`src/rtl/autosa_unit_done_intr_gen_if.sv`:
```
// Bundled unit-side handshake for the done-interrupt generator: datapath done, DMA write
// request/ack, and the GLB-facing interrupt/status outputs.
interface autosa_unit_done_intr_gen_if;
   logic       dp_done;
   logic       dp_done_grp;
   logic       wr_req_vld;
   logic       wr_req_rdy;
   logic       wr_req_grp;
   logic       wr_rsp;
   logic       wr_rsp_grp;
   logic [1:0] done_intr_pd;
   logic [1:0] grp_busy;
   logic       intr_err;
   logic [7:0] intr_cnt0;
   logic [7:0] intr_cnt1;

   // Unit datapath / DMA side
   modport master (
      output dp_done, dp_done_grp, wr_req_vld, wr_req_grp, wr_rsp, wr_rsp_grp,
      input  wr_req_rdy, done_intr_pd, grp_busy, intr_err, intr_cnt0, intr_cnt1
   );

   // Interrupt generator side
   modport slave (
      input  dp_done, dp_done_grp, wr_req_vld, wr_req_grp, wr_rsp, wr_rsp_grp,
      output wr_req_rdy, done_intr_pd, grp_busy, intr_err, intr_cnt0, intr_cnt1
   );
endinterface

```
`src/rtl/autosa_unit_done_intr_gen.sv`:
```
// Per-unit done-interrupt source for the two ping-pong register groups into GLB.
// Optional per-group interrupt counters are built when AUTOSA_INTR_CNT_EN is defined.
module autosa_unit_done_intr_gen #(
   parameter int unsigned CNT_W = 14
) (
   input  logic                           autosa_core_clk,
   input  logic                           autosa_core_rstn,
   autosa_unit_done_intr_gen_if.slave     io_bus
);

   typedef enum logic {ST_IDLE = 1'b0, ST_WAIT = 1'b1} state_e;

   localparam logic [CNT_W-1:0] CNT_MAX = '1;

   state_e           r_state [2];
   state_e           w_state_nxt [2];
   logic [CNT_W-1:0] r_cnt [2];
   logic [CNT_W-1:0] w_cnt_nxt [2];
   logic             r_last_grp;
   logic             w_last_nxt;
   logic [1:0]       r_pd;
   logic [1:0]       r_busy;
   logic [1:0]       w_busy_nxt;
   logic             r_err;
   logic             w_err_set;

   logic             w_rdy;
   logic             w_acc;
   logic [1:0]       w_inc;
   logic [1:0]       w_dec;
   logic [1:0]       w_done;
   logic [1:0]       w_req;
   logic [1:0]       w_gnt;

   // Per-group decode of the single-port request/ack/done inputs
   assign w_rdy  = (r_cnt[io_bus.wr_req_grp] != CNT_MAX);
   assign w_acc  = io_bus.wr_req_vld & w_rdy;
   assign w_inc  = {w_acc & io_bus.wr_req_grp, w_acc & ~io_bus.wr_req_grp};
   assign w_dec  = {io_bus.wr_rsp & io_bus.wr_rsp_grp, io_bus.wr_rsp & ~io_bus.wr_rsp_grp};
   assign w_done = {io_bus.dp_done & io_bus.dp_done_grp, io_bus.dp_done & ~io_bus.dp_done_grp};

   assign w_req = {(r_state[1] == ST_WAIT) && (r_cnt[1] == '0),
                   (r_state[0] == ST_WAIT) && (r_cnt[0] == '0)};

   // One grant per cycle; a tie goes to the group not granted last
   always_comb begin
      w_gnt = 2'b00;
      case (w_req)
         2'b01:   w_gnt = 2'b01;
         2'b10:   w_gnt = 2'b10;
         2'b11:   w_gnt = r_last_grp ? 2'b01 : 2'b10;
         default: w_gnt = 2'b00;
      endcase
   end

   always_comb begin
      w_err_set  = 1'b0;
      w_last_nxt = r_last_grp;
      w_busy_nxt = 2'b00;
      for (int g = 0; g < 2; g++) begin
         w_state_nxt[g] = r_state[g];
         w_cnt_nxt[g]   = r_cnt[g];
      end

      for (int g = 0; g < 2; g++) begin
         if (r_state[g] == ST_IDLE) begin
            if (w_done[g]) w_state_nxt[g] = ST_WAIT;
         end else begin
            if (w_gnt[g]) w_state_nxt[g] = ST_IDLE;
            if (w_done[g] || w_inc[g]) w_err_set = 1'b1;
         end

         // Accept and ack to the same group in one cycle cancel out
         if (w_inc[g] && !w_dec[g]) begin
            w_cnt_nxt[g] = r_cnt[g] + CNT_W'(1);
         end else if (!w_inc[g] && w_dec[g]) begin
            if (r_cnt[g] != '0) w_cnt_nxt[g] = r_cnt[g] - CNT_W'(1);
            else                w_err_set    = 1'b1;
         end

         w_busy_nxt[g] = (r_state[g] == ST_WAIT) || (w_state_nxt[g] == ST_WAIT) ||
                         (r_cnt[g] != '0) || (w_cnt_nxt[g] != '0);
      end

      if (w_gnt != 2'b00) w_last_nxt = w_gnt[1];
   end

   always_ff @(posedge autosa_core_clk or negedge autosa_core_rstn) begin
      if (!autosa_core_rstn) begin
         for (int g = 0; g < 2; g++) begin
            r_state[g] <= ST_IDLE;
            r_cnt[g]   <= '0;
         end
         r_last_grp <= 1'b1;
         r_pd       <= 2'b00;
         r_busy     <= 2'b00;
         r_err      <= 1'b0;
      end else begin
         for (int g = 0; g < 2; g++) begin
            r_state[g] <= w_state_nxt[g];
            r_cnt[g]   <= w_cnt_nxt[g];
         end
         r_last_grp <= w_last_nxt;
         r_pd       <= w_gnt;
         r_busy     <= w_busy_nxt;
         r_err      <= r_err | w_err_set;
      end
   end

   assign io_bus.wr_req_rdy   = w_rdy;
   assign io_bus.done_intr_pd = r_pd;
   assign io_bus.grp_busy     = r_busy;
   assign io_bus.intr_err     = r_err;

`ifdef AUTOSA_INTR_CNT_EN
   logic [7:0] r_intr_cnt0;
   logic [7:0] r_intr_cnt1;

   // Saturating count of pulses issued per group
   always_ff @(posedge autosa_core_clk or negedge autosa_core_rstn) begin
      if (!autosa_core_rstn) begin
         r_intr_cnt0 <= 8'h0;
         r_intr_cnt1 <= 8'h0;
      end else begin
         if (r_pd[0] && (r_intr_cnt0 != 8'hFF)) r_intr_cnt0 <= r_intr_cnt0 + 8'd1;
         if (r_pd[1] && (r_intr_cnt1 != 8'hFF)) r_intr_cnt1 <= r_intr_cnt1 + 8'd1;
      end
   end

   assign io_bus.intr_cnt0 = r_intr_cnt0;
   assign io_bus.intr_cnt1 = r_intr_cnt1;
`else
   assign io_bus.intr_cnt0 = 8'h0;
   assign io_bus.intr_cnt1 = 8'h0;
`endif

endmodule

```
`src/flat_wrapper.sv`:
```
// flat-port wrapper written by rule: the top's interface ports become plain ports
module autosa_unit_done_intr_gen_flat 
#(
   parameter int unsigned CNT_W = 14
)
  (autosa_core_clk, autosa_core_rstn, io_bus_dp_done, io_bus_dp_done_grp, io_bus_wr_req_vld, io_bus_wr_req_grp, io_bus_wr_rsp, io_bus_wr_rsp_grp, io_bus_wr_req_rdy, io_bus_done_intr_pd, io_bus_grp_busy, io_bus_intr_err, io_bus_intr_cnt0, io_bus_intr_cnt1);
  autosa_unit_done_intr_gen_if io_bus_i ();
  input  logic autosa_core_clk;
  input  logic autosa_core_rstn;
  input wire logic [$bits(io_bus_i.dp_done)-1:0] io_bus_dp_done;
  input wire logic [$bits(io_bus_i.dp_done_grp)-1:0] io_bus_dp_done_grp;
  input wire logic [$bits(io_bus_i.wr_req_vld)-1:0] io_bus_wr_req_vld;
  input wire logic [$bits(io_bus_i.wr_req_grp)-1:0] io_bus_wr_req_grp;
  input wire logic [$bits(io_bus_i.wr_rsp)-1:0] io_bus_wr_rsp;
  input wire logic [$bits(io_bus_i.wr_rsp_grp)-1:0] io_bus_wr_rsp_grp;
  output wire logic [$bits(io_bus_i.wr_req_rdy)-1:0] io_bus_wr_req_rdy;
  output wire logic [$bits(io_bus_i.done_intr_pd)-1:0] io_bus_done_intr_pd;
  output wire logic [$bits(io_bus_i.grp_busy)-1:0] io_bus_grp_busy;
  output wire logic [$bits(io_bus_i.intr_err)-1:0] io_bus_intr_err;
  output wire logic [$bits(io_bus_i.intr_cnt0)-1:0] io_bus_intr_cnt0;
  output wire logic [$bits(io_bus_i.intr_cnt1)-1:0] io_bus_intr_cnt1;
  assign io_bus_i.dp_done = io_bus_dp_done;
  assign io_bus_i.dp_done_grp = io_bus_dp_done_grp;
  assign io_bus_i.wr_req_vld = io_bus_wr_req_vld;
  assign io_bus_i.wr_req_grp = io_bus_wr_req_grp;
  assign io_bus_i.wr_rsp = io_bus_wr_rsp;
  assign io_bus_i.wr_rsp_grp = io_bus_wr_rsp_grp;
  assign io_bus_wr_req_rdy = io_bus_i.wr_req_rdy;
  assign io_bus_done_intr_pd = io_bus_i.done_intr_pd;
  assign io_bus_grp_busy = io_bus_i.grp_busy;
  assign io_bus_intr_err = io_bus_i.intr_err;
  assign io_bus_intr_cnt0 = io_bus_i.intr_cnt0;
  assign io_bus_intr_cnt1 = io_bus_i.intr_cnt1;
  autosa_unit_done_intr_gen #(.CNT_W(CNT_W)) u_core (.autosa_core_clk(autosa_core_clk), .autosa_core_rstn(autosa_core_rstn), .io_bus(io_bus_i));
endmodule
```
`config.mk`:
```
export PLATFORM = sky130hd
export DESIGN_NAME = autosa_unit_done_intr_gen_flat
export DESIGN_NICKNAME = d
export VERILOG_FILES = /design/src/rtl/autosa_unit_done_intr_gen_if.sv /design/src/rtl/autosa_unit_done_intr_gen.sv /design/src/flat_wrapper.sv
export SDC_FILE = /design/constraint.sdc
export NUM_CORES = 1
export LEC_CHECK = 0
export CELL_PAD_IN_SITES_DETAIL_PLACEMENT = 1
export CELL_PAD_IN_SITES_GLOBAL_PLACEMENT = 1
export CORE_ASPECT_RATIO = 2
export CORE_MARGIN = 2
export CORE_UTILIZATION = 40
export DETAILED_ROUTE_END_ITERATION = 16
export GPL_TIMING_DRIVEN = 0
export HOLD_SLACK_MARGIN = 0.05
export PLACE_DENSITY = 0.81
export RECOVER_POWER = 100
export SLEW_MARGIN = 20
export SYNTH_ARGS = -nofsm -noshare
export SYNTH_HDL_FRONTEND = slang
export SYNTH_SLANG_ARGS = --single-unit
```
`constraint.sdc`:
```
create_clock -name autosa_core_clk -period 3.9 [get_ports autosa_core_clk]
set_input_delay 0.585 -clock autosa_core_clk [delete_from_list [all_inputs] [get_ports autosa_core_clk]]
set_output_delay 0.585 -clock autosa_core_clk [all_outputs]
set_load 0.02 [all_outputs]
```
==> metrics.md, run 1 <==
| Metric | Value |
|---|---|
| Largest fanout on the critical path | `10` |
| Routed wirelength normalized by instance count | `17.3 um` |
| Most common cell in the netlist | `sky130_fd_sc_hd__dfrtp_1` |
| Core area | `6010 sq um` |
| Final Max Tran Viols | `0` |
| Part of the total power dissipated in the clock network | `23.4%` |
| Status | `finished clean` |
| Proportion of netlist area held by the largest area contributor | `35.3%` |
| Setup-failing EPs final | `0` |
| Overall fraction of global-route tracks in use | `20.2%` |
| Chip height | `115 um` |
| Count of fill cells added during filler insertion | `726` |
| Cell types with the largest area share after synthesis | `sky130_fd_sc_hd__dfrtp_1, sky130_fd_sc_hd__xnor2_1, sky130_fd_sc_hd__buf_4` |
| Buffers on Ports | `13` |
| Netlist area before placement | `2480 sq um` |
| Measured slew at the worst slew-check pin | `1.12 ns` |
| Via count of the first global-routing pass | `2229` |
| Library cells used by synthesis | `58` |
| Largest net degree at the start of global routing | `21` |
| Worst EP required | `3.31 ns` |
| Routed Wire Length | `6330 um` |
| Number of buffers inserted to repair setup after CTS | `0` |
| Pwr/cell area | `607 nW/um^2` |
| Classification of the worst-slack hold path | `in2async` |
| Die outline width | `59.7 um` |
| Mean cell area of the mapped netlist | `9.33 sq um` |
| Final estimated routing congestion in global placement | `0.884` |
| Cts bufs inserted | `5` |
| Sw Share | `39.8%` |
| Resized Gates After CTS | `0` |
| Synth async-reset ratio | `100%` |
| Count of nets after finishing | `314` |
| Detailed Routing Iterations Pass 1 | `4` |
| Normalized max-slew margin | `25.6%` |
| TNS Setup | `0 ns` |
| CTS tree | `yes` |
| Number of DRC markers in iteration 0 | `54` |
| Post-synth top cells | `sky130_fd_sc_hd__dfrtp_1, sky130_fd_sc_hd__nor2_1, sky130_fd_sc_hd__xnor2_1` |
| DRC errors left | `0` |
| Source-to-sink clock delay at the later pin of the worst-skew pair | `0.29 ns` |
| Max Cap Viol | `0` |
| # hold bufs at CTS | `0` |
| Clk pin slew, worst setup/hold paths | `0.05 ns` |
| Final critical-path share of the clock period | `85.5%` |
| Antenna violations before repair | `0` |
| Leftover overflow at the end of global routing | `0` |
| Startpoint types | `primary input` |
| Part of the total power dissipated in combinational logic | `35.7%` |
| Cell row count | `40` |
| Global-route wire length before repair | `10400 um` |
| Maximum buffer depth of the clock tree | `2` |
| Share of cells above drive strength 1 | `16.2%` |
| DR vias | `2075` |
| Setup WS post-layout | `0.564 ns` |
| Pre-CTS setup slack | `0.844 ns` |
| Antenna cell count | `0` |
| F_max | `300 MHz` |
| Worst endpoint data arrival time | `2.75 ns` |
| Root buffer selected by CTS | `sky130_fd_sc_hd__clkbuf_16` |
| Worst setup EP type | `output port` |
| Share of total power in sequential cells | `40.9%` |
| Peak ir drop on the vdd network | `0.208 mV` |
| Num Clock Sinks | `36` |
| Count of H-tree levels built during CTS | `2` |
| Final Hold Fails | `0` |
| Unrepaired setup endpoints after global routing | `false` |
| Synthesized flop and latch total | `36` |
| Cells after Synth | `266` |
| Vias per cell | `5.67` |
| NetSw | `0.686 mW` |
| Antenna viol nets, final | `0` |
| Multi-input combinational cell area | `1370 sq um` |
| Internal | `1.04 mW` |
| Sequential-to-total area share from yosys stat | `36.3%` |
| Post-Route Skew | `0.00828 ns` |
| Post-detail-place hpwl | `4980 um` |
| Pleak | `1.20 nW` |
| Crit Path Category | `in2out` |
| # IOs | `30` |
| Leading register cell type out of synthesis | `sky130_fd_sc_hd__dfrtp_1` |
| Number of enable flip-flop cells after synthesis | `0` |
| Initial core utilization | `41.3%` |
| Area enclosed by the die boundary | `6890 sq um` |
| Area taken by flip-flops and latches | `902 sq um` |
| Fin crit period | `3.34 ns` |
| Yosys Warn Count | `0` |
| Layout overhead on the synthesized area | `14.5%` |
| Largest area contributor in the synthesized netlist | `sky130_fd_sc_hd__dfrtp_1` |
## worst paths after layout
kind	from	to	slack (ns)	cells past startpoint
min in group autosa_core_clk	u_core.r_cnt[11]	u_core.r_cnt[11]	0.51	1
max	io_bus_wr_req_grp	io_bus_wr_req_rdy	0.56	6
min reg2reg	u_core.r_cnt[11]	u_core.r_cnt[11]	0.51	1
max reg2reg	u_core.r_cnt[0]	u_core.r_cnt[1]	1.08	8
min	autosa_core_rstn	u_core.r_cnt[2]	0.42	1
max in group asynchronous	autosa_core_rstn	u_core.r_cnt[20]	1.96	2
## layout make-up
class,count,area share (%)
plain buffers,24,6.51
clock buffers,6,4.89
well taps,63,2.77
flip-flops and latches,36,31.7
multi-input cells,213,48.2
repair buffers,14,4.49
clock inverters,2,0.352
inverters,8,1.06
## sequential cells by signal, indices dropped and copies added (netlist names)
signal	flops
u_core.io_bus.grp_busy	2
u_core.io_bus.intr_err	1
u_core.io_bus.done_intr_pd	2
u_core.r_last_grp	1
u_core.r_cnt	28
u_core.r_state	2
## cells by family after synthesis
logic type               Yosys count  synth area share (%)
AND/OR/NAND/NOR                  112                  26.4
other                              1                 0.151
multiplexers                       2                 0.857
adder cells (fa/ha/maj)            4                  2.02
buffers and inverters             32                  8.67
XOR/XNOR                          21                  7.41
flip-flops                        36                  36.3
AO/OA/AOI/OAI                     58                  18.2
## power by group through the flow
stage                     Sequential [mW]  Clock [mW]  Combinational (mW)
after floorplan                     0.658           0               0.495
after global placement              0.705           0               0.595
after detailed placement            0.713           0               0.619
after CTS                           0.709       0.417               0.632
after global routing                0.731       0.430               0.687
final                               0.706       0.404               0.615
## critical path, cell delays in order
cell	delay, ns
sky130_fd_sc_hd__dlygate4sd3_1	0.71
sky130_fd_sc_hd__nand3_1	0.16
sky130_fd_sc_hd__o22ai_1	0.38
sky130_fd_sc_hd__buf_6	0.21
sky130_fd_sc_hd__nand2_1	0.06
sky130_fd_sc_hd__dlygate4sd3_1	0.65
## per-layer routing
metal | track usage, % | vias up | share of wire (%)
li1 | - | 1010 | -
met1 | 18.1 | 1024 | 35
met2 | 40.6 | 28 | 60
met3 | 3.24 | 13 | 2.0
met4 | 9.48 | 0 | 3.1
met5 | 0 | - | 0
## stage by stage
| stage | power (mW) | utilization, % | hold WS (ns) | instance area [sq um] | instances |
|---|---|---|---|---|---|
| 3_5_place_dp | 1.33 | 46.1 | 0.503 | 2770 | 358 |
| 6_report | 1.72 | 47.3 | 0.419 | 2840 | 366 |
| 2_1_floorplan | 1.15 | - | 0.289 | 2540 | 281 |
| 3_3_place_gp | 1.30 | 45.8 | 0.495 | 2750 | 357 |
| 4_1_cts | 1.76 | 48.6 | 0.248 | 2920 | 366 |
| 5_1_grt | 1.85 | 47.3 | 0.488 | 2840 | 366 |
## cells in the final DEF (no fill, tap or decap), types with 5 or more instances in the layout
cell,n
sky130_fd_sc_hd__a21oi_1,12
sky130_fd_sc_hd__a22oi_1,7
sky130_fd_sc_hd__a31oi_1,9
sky130_fd_sc_hd__and3_1,9
sky130_fd_sc_hd__buf_4,16
sky130_fd_sc_hd__clkbuf_16,5
sky130_fd_sc_hd__clkdlybuf4s50_1,5
sky130_fd_sc_hd__conb_1,16
sky130_fd_sc_hd__dfrtp_1,35
sky130_fd_sc_hd__dlygate4sd3_1,7
sky130_fd_sc_hd__inv_1,8
sky130_fd_sc_hd__nand2_1,16
sky130_fd_sc_hd__nand3_1,11
sky130_fd_sc_hd__nand4_1,5
sky130_fd_sc_hd__nor2_1,28
sky130_fd_sc_hd__nor3_1,10
sky130_fd_sc_hd__nor4_1,6
sky130_fd_sc_hd__o21ai_0,8
sky130_fd_sc_hd__xnor2_1,19
Note: power is estimated with default switching activity, not from simulation.
==> run 2, diff against run 1 <==
Settings changed: SLEW_MARGIN 20 to not set.
==> metrics.md, run 2 (synthesis gave the netlist of run 1 again) <==
| Metric | Value |
|---|---|
| Status | `complete, but fails checks (was finished clean)` |
| Violations in the final reports | `capacitance limit, slew limit` |
| Largest fanout on the critical path | `10 (unchanged)` |
| Commonest non-fill, non-tap cell in the layout | `sky130_fd_sc_hd__dfrtp_1 (unchanged)` |
| Via count of the first global-routing pass | `2223 (was 2229)` |
| Slowest stage delay, CP | `0.70 ns (was 0.71 ns)` |
| Pleak | `1.19 nW (was 1.20 nW)` |
| Worst EP required | `3.31 ns (about the same)` |
| Detailed Routing Iterations Pass 1 | `4 (unchanged)` |
| Num Clock Sinks | `36 (unchanged)` |
| Pre-CTS setup slack | `0.845 ns (was 0.844 ns)` |
| Core area | `6010 sq um (unchanged)` |
| Clk pin slew, worst setup/hold paths | `0.06 ns (was 0.05 ns)` |
| Peak ir drop on the vdd network | `0.334 mV (was 0.208 mV)` |
| Number of cells after detailed placement | `357 (was 358)` |
| # hold bufs at CTS | `0 (unchanged)` |
| Hold Slack | `0.516 ns (was 0.419 ns)` |
| Normalized max-slew margin | `-34.9% (was 25.6%)` |
| Largest net degree at the start of global routing | `37 (was 21)` |
| DRC errors left | `0 (unchanged)` |
| Antenna viol nets, final | `0 (unchanged)` |
| Pwr/cell area | `611 nW/um^2 (was 607 nW/um^2)` |
| Flip-flop count of the largest register after layout | `28 (unchanged)` |
| Multi-input combinational cell area | `1370 sq um (unchanged)` |
| Layout overhead on the synthesized area | `14.5% (unchanged)` |
| Startpoint types | `primary input (unchanged)` |
| Count of H-tree levels built during CTS | `2 (unchanged)` |
| Area taken by flip-flops and latches | `902 sq um (unchanged)` |
| Final Max Tran Viols | `37 (was 0)` |
| CP max stage cell | `sky130_fd_sc_hd__dlygate4sd3_1 (unchanged)` |
| Final Hold Fails | `0 (unchanged)` |
| Source-to-sink clock delay at the later pin of the worst-skew pair | `0.29 ns (about the same)` |
| Antenna cell count | `0 (unchanged)` |
| Most flops, register | `u_core.r_cnt (unchanged)` |
| Number of DRC markers in iteration 0 | `60 (was 54)` |
| F_max | `303 MHz (was 300 MHz)` |
| Overall fraction of global-route tracks in use | `20.4% (was 20.2%)` |
| Count of nets after finishing | `313 (was 314)` |
| Area enclosed by the die boundary | `6890 sq um (unchanged)` |
| Vias per cell | `5.70 (was 5.67)` |
| Global-route wire length before repair | `10400 um (about the same)` |
| Share of cells above drive strength 1 | `15.9% (was 16.2%)` |
| Cts bufs inserted | `5 (unchanged)` |
| Worst setup EP type | `output port (unchanged)` |
| Antenna violations before repair | `0 (unchanged)` |
| Final estimated routing congestion in global placement | `0.884 (unchanged)` |
| Final critical-path share of the clock period | `84.7% (was 85.5%)` |
| Commonest cells after routing, fill and taps aside | `sky130_fd_sc_hd__dfrtp_1, sky130_fd_sc_hd__nor2_1, sky130_fd_sc_hd__xnor2_1 (unchanged)` |
| Number of buffers inserted to repair setup after CTS | `0 (unchanged)` |
| Classification of the worst-slack hold path | `reg2reg (was in2async)` |
| Setup-failing EPs final | `0 (unchanged)` |
| Fin crit period | `3.30 ns (was 3.34 ns)` |
| Unrepaired setup endpoints after global routing | `false (unchanged)` |
| DR vias | `2074 (was 2075)` |
| FF-to-FF setup slack | `1.08 ns (about the same)` |
| Post-detail-place hpwl | `4850 um (was 4980 um)` |
| Cells along the critical path | `dlygate4sd3_1 -> nand3_1 -> o22ai_1 -> buf_6 -> nand2_1 -> dlygate4sd3_1 (unchanged)` |
| Most used cell, CP | `sky130_fd_sc_hd__dlygate4sd3_1 (unchanged)` |
| Resized Gates After CTS | `0 (unchanged)` |
| Cell row count | `40 (unchanged)` |
| TNS Setup | `0 ns (unchanged)` |
| Setup WS post-layout | `0.595 ns (was 0.564 ns)` |
| Buffers on Ports | `13 (unchanged)` |
| Post-Route Skew | `0.00472 ns (was 0.00828 ns)` |
| Maximum buffer depth of the clock tree | `2 (unchanged)` |
| Measured slew at the worst slew-check pin | `2.02 ns (was 1.12 ns)` |
| Overall Power | `1.74 mW (was 1.72 mW)` |
| Initial core utilization | `41.3% (unchanged)` |
| Buf/Inv on CP | `3 (unchanged)` |
| Root buffer selected by CTS | `sky130_fd_sc_hd__clkbuf_16 (unchanged)` |
| Count of fill cells added during filler insertion | `725 (was 726)` |
| Max Cap Viol | `1 (was 0)` |
| CP delay by family, top | `buffers and inverters (unchanged)` |
| Routed Wire Length | `6310 um (was 6330 um)` |
| Non-filler cells in the finished layout | `364 (was 366)` |
| Leftover overflow at the end of global routing | `0 (unchanged)` |
| CTS tree | `yes (unchanged)` |
| Die outline width | `59.7 um (unchanged)` |
| Chip height | `115 um (unchanged)` |
| Crit Path Category | `in2out (unchanged)` |
| Routed wirelength normalized by instance count | `17.3 um (about the same)` |
| Worst endpoint data arrival time | `2.72 ns (was 2.75 ns)` |
| # IOs | `30 (unchanged)` |
==> run 2: cell count changes in the layout (fill, tap and decap cells not counted), sizes merged <==
cell,delta
clkinv,-2
==> run 2: final timing paths <==
check | startpoint | to | cells after the start
max in group asynchronous | autosa_core_rstn | u_core.r_cnt[23] | 1
worst min-delay path | u_core.r_cnt[11] | u_core.r_cnt[11] | 1
worst min register to register | u_core.r_cnt[11] | u_core.r_cnt[11] | 1
worst max-delay path | io_bus_wr_req_grp | io_bus_wr_req_rdy | 6
worst max register to register | u_core.r_cnt[0] | u_core.r_cnt[1] | 8
min in group asynchronous | autosa_core_rstn | u_core.io_bus.grp_busy[1] | 1
==> run 2: layer usage <==
layer	share of wire, %	global-route usage, %	vias to the layer above
li1	-	-	1004
met1	35	18.0	1020
met2	59	39.9	38
met3	2.8	4.35	12
met4	3.5	10.5	0
met5	0	0	-
==> run 2: worst reg2reg max path, delay by kind of cell (launching register included) <==
kind | cells | cell delay (ns)
flip-flops | 1 | 0.46
AO/OA/AOI/OAI | 2 | 0.44
adder cells (fa/ha/maj) | 1 | 0.21
buffers and inverters | 1 | 0.09
AND/OR/NAND/NOR | 4 | 1.48
==> run 2: metrics by stage <==
step | instance area [sq um] | utilization [%]
after floorplan | 2540 | -
after global placement | 2750 | 45.8
after detailed placement | 2740 | 45.7
after CTS | 2900 | 48.2
after global routing | 2840 | 47.3
final | 2840 | 47.3
==> run 2: where the power goes <==
| group | switching, mW | internal [mW] | total, mW |
|---|---|---|---|
| clock network | 0.152 | 0.268 | 0.420 |
| registers | 0.194 | 0.513 | 0.707 |
| logic | 0.336 | 0.274 | 0.610 |
| total | 0.682 | 1.05 | 1.74 |
==> run 2: cell type report <==
type	count	area share, %
clock buffer	7	5.37
tap	63	2.77
multi-input combinational	213	48.2
sequential	36	31.7
inverter	8	1.06
buffer	24	6.51
timing repair buffer	13	4.36
==> run 3, diff against run 2 <==
Settings changed: CORE_UTILIZATION 40 to 39, PLACE_DENSITY 0.81 to 0.82.
Clock period 3.9 ns to 2.9 ns, I/O delays scaled along.
==> metrics.md, run 3 (synthesis gave the netlist of run 1 again) <==
| Metric | Value |
|---|---|
| Status | `complete, but fails checks (unchanged)` |
| Most flops, register | `u_core.r_cnt (unchanged)` |
| Worst EP required | `2.47 ns (was 3.31 ns)` |
| Unrepaired setup endpoints after global routing | `false (unchanged)` |
| Flip-flop count of the largest register after layout | `28 (unchanged)` |
| Overall Power | `2.33 mW (was 1.74 mW)` |
| Buffers on Ports | `13 (unchanged)` |
| Global-route wire length before repair | `10300 um (was 10400 um)` |
| Num Clock Sinks | `36 (unchanged)` |
| Root buffer selected by CTS | `sky130_fd_sc_hd__clkbuf_16 (unchanged)` |
| Via count of the first global-routing pass | `2160 (was 2223)` |
| Pwr/cell area | `813 nW/um^2 (was 611 nW/um^2)` |
| Worst setup EP type | `output port (unchanged)` |
| Fin crit period | `2.72 ns` |
| Source-to-sink clock delay at the later pin of the worst-skew pair | `0.28 ns (was 0.29 ns)` |
| Final estimated routing congestion in global placement | `0.830 (was 0.884)` |
| Die outline width | `60.4 um (was 59.7 um)` |
| CP delay by family, top | `buffers and inverters (unchanged)` |
| Normalized max-slew margin | `-28.8% (was -34.9%)` |
| Routed Wire Length | `6060 um (was 6310 um)` |
| Share of cells above drive strength 1 | `16.2% (was 15.9%)` |
| Post-detail-place hpwl | `4520 um (was 4850 um)` |
| Violations in the final reports | `capacitance limit, slew limit (unchanged)` |
| Antenna violations before repair | `0 (unchanged)` |
| Peak ir drop on the vdd network | `0.430 mV (was 0.334 mV)` |
| Placed cell area | `2770 sq um (was 2740 sq um)` |
| Worst endpoint data arrival time | `2.28 ns (was 2.72 ns)` |
| Max Cap Viol | `1 (unchanged)` |
| Post-Route Skew | `0.00326 ns (was 0.00472 ns)` |
| # IOs | `30 (unchanged)` |
| Startpoint types | `primary input (unchanged)` |
| Launch instance of the worst register-to-register path | `u_core.r_cnt[0] (unchanged)` |
| CP max stage cell | `sky130_fd_sc_hd__clkdlybuf4s50_1 (was sky130_fd_sc_hd__dlygate4sd3_1)` |
| Detailed Routing Iterations Pass 1 | `4 (unchanged)` |
| Final Max Tran Viols | `37 (unchanged)` |
| Leftover overflow at the end of global routing | `0 (unchanged)` |
| Final critical-path share of the clock period | `93.7%` |
| Overall fraction of global-route tracks in use | `18.9% (was 20.4%)` |
| Commonest cells after routing, fill and taps aside | `sky130_fd_sc_hd__dfrtp_1, sky130_fd_sc_hd__nor2_1, sky130_fd_sc_hd__xnor2_1 (unchanged)` |
| Cells along the critical path | `clkdlybuf4s50_1 -> nand3_1 -> o22ai_2 -> buf_6 -> nand2_1 -> clkdlybuf4s50_1 (was dlygate4sd3_1 -> nand3_1 -> o22ai_1 -> buf_6 -> nand2_1 -> dlygate4sd3_1)` |
| # hold bufs at CTS | `0 (unchanged)` |
| Hold-critical path depth | `1 (unchanged)` |
| DR vias | `2088 (was 2074)` |
| Critical Path End | `io_bus_wr_req_rdy (unchanged)` |
| Commonest non-fill, non-tap cell in the layout | `sky130_fd_sc_hd__dfrtp_1 (unchanged)` |
| Buf/Inv on CP | `3 (unchanged)` |
| Crit Path Category | `in2out (unchanged)` |
| Chip height | `117 um (was 115 um)` |
| Vias per cell | `5.38 (was 5.70)` |
| Number of DRC markers in iteration 0 | `97 (was 60)` |
| Hold Slack | `0.550 ns (was 0.516 ns)` |
| Slowest stage delay, CP | `0.64 ns (was 0.70 ns)` |
| Measured slew at the worst slew-check pin | `1.93 ns (was 2.02 ns)` |
| Area enclosed by the die boundary | `7060 sq um (was 6890 sq um)` |
| CTS tree | `yes (unchanged)` |
| DRC errors left | `0 (unchanged)` |
| Most used cell, CP | `sky130_fd_sc_hd__clkdlybuf4s50_1 (was sky130_fd_sc_hd__dlygate4sd3_1)` |
| Number of buffers inserted to repair setup after CTS | `0 (unchanged)` |
| Largest net degree at the start of global routing | `37 (unchanged)` |
| Setup-failing EPs final | `0 (unchanged)` |
| Resized Gates After CTS | `0 (unchanged)` |
| Cell row count | `41 (was 40)` |
| Antenna viol nets, final | `0 (unchanged)` |
| TNS Setup | `0 ns (unchanged)` |
| Setup crit start | `io_bus_wr_req_grp (unchanged)` |
| Post-route cell area | `2860 sq um (was 2840 sq um)` |
| Final Hold Fails | `0 (unchanged)` |
| Count of nets after finishing | `313 (unchanged)` |
| Antenna cell count | `0 (unchanged)` |
| Pleak | `1.19 nW (about the same)` |
| Count of H-tree levels built during CTS | `2 (unchanged)` |
| Path length in cells of the critical path | `6 (unchanged)` |
| Cts bufs inserted | `5 (unchanged)` |
| Reg2reg path depth | `8 (unchanged)` |
| Classification of the worst-slack hold path | `reg2reg (unchanged)` |
| Layout overhead on the synthesized area | `15.2% (was 14.5%)` |
| Routed wirelength normalized by instance count | `15.6 um (was 17.3 um)` |
| F_max | `368 MHz` |
| Initial core utilization | `40.0% (was 41.3%)` |
| Maximum buffer depth of the clock tree | `2 (unchanged)` |
| Clk pin slew, worst setup/hold paths | `0.05 ns (was 0.06 ns)` |
| FF-to-FF setup slack | `0.33 ns (was 1.08 ns)` |
| Largest fanout on the critical path | `10 (unchanged)` |
| Reg-to-reg endpoint | `u_core.r_cnt[1] (unchanged)` |
| Core area | `6210 sq um (was 6010 sq um)` |
==> run 3: layout make-up <==
cell class	instances	area, sq um
Fill cell	740	3350
Sequential cell	36	902
Multi-Input combinational cell	213	1370
Tap cell	86	108
Inverter	8	30.0
Timing Repair Buffer	13	124
Buffer	24	185
Clock buffer	8	146
==> run 3: worst min path at each step <==
stage | startpoint | end | slack, ns
after CTS | autosa_core_rstn | u_core.r_cnt[27] | 0.28
after global routing | u_core.r_cnt[24] | u_core.r_cnt[24] | 0.57
after floorplan | autosa_core_rstn | u_core.io_bus.done_intr_pd[0] | 0.14
after global placement | u_core.r_cnt[11] | u_core.r_cnt[11] | 0.50
final | u_core.r_cnt[19] | u_core.r_cnt[19] | 0.55
after detailed placement | u_core.r_cnt[11] | u_core.r_cnt[11] | 0.52
==> run 3: through the flow <==
stage / setup WS [ns] / std cells / util, %
floorplan: 0.993 / 281 / -
global placement: 0.185 / 380 / 44.7
detailed placement: 0.149 / 380 / 44.6
CTS: 0.121 / 388 / 47.0
global route: 0.0245 / 388 / 46.1
finish: 0.183 / 388 / 46.1
==> run 3: per-layer routing <==
layer  track usage, %  wire length (um)  up-vias
li1                 -                 -     1013
met1             24.5              2720     1041
met2             32.1              3110       28
met3             2.31               144        6
met4             5.94                82        0
met5                0                 0        -
==> run 3: worst reg2reg max path, cell delays in order, from the launching register on <==
cell,delay [ns]
sky130_fd_sc_hd__dfrtp_1,0.46
sky130_fd_sc_hd__inv_1,0.09
sky130_fd_sc_hd__ha_1,0.22
sky130_fd_sc_hd__nor4b_1,0.43
sky130_fd_sc_hd__nand2_1,0.21
sky130_fd_sc_hd__nor2_1,0.42
sky130_fd_sc_hd__nor3_2,0.21
sky130_fd_sc_hd__a211oi_1,0.31
sky130_fd_sc_hd__a211oi_1,0.08
==> run 3: power breakdown <==
part / switching [mW] / internal, mW
Sequential: 0.266 / 0.690
Clock: 0.194 / 0.342
Combinational: 0.467 / 0.367
Total: 0.927 / 1.40
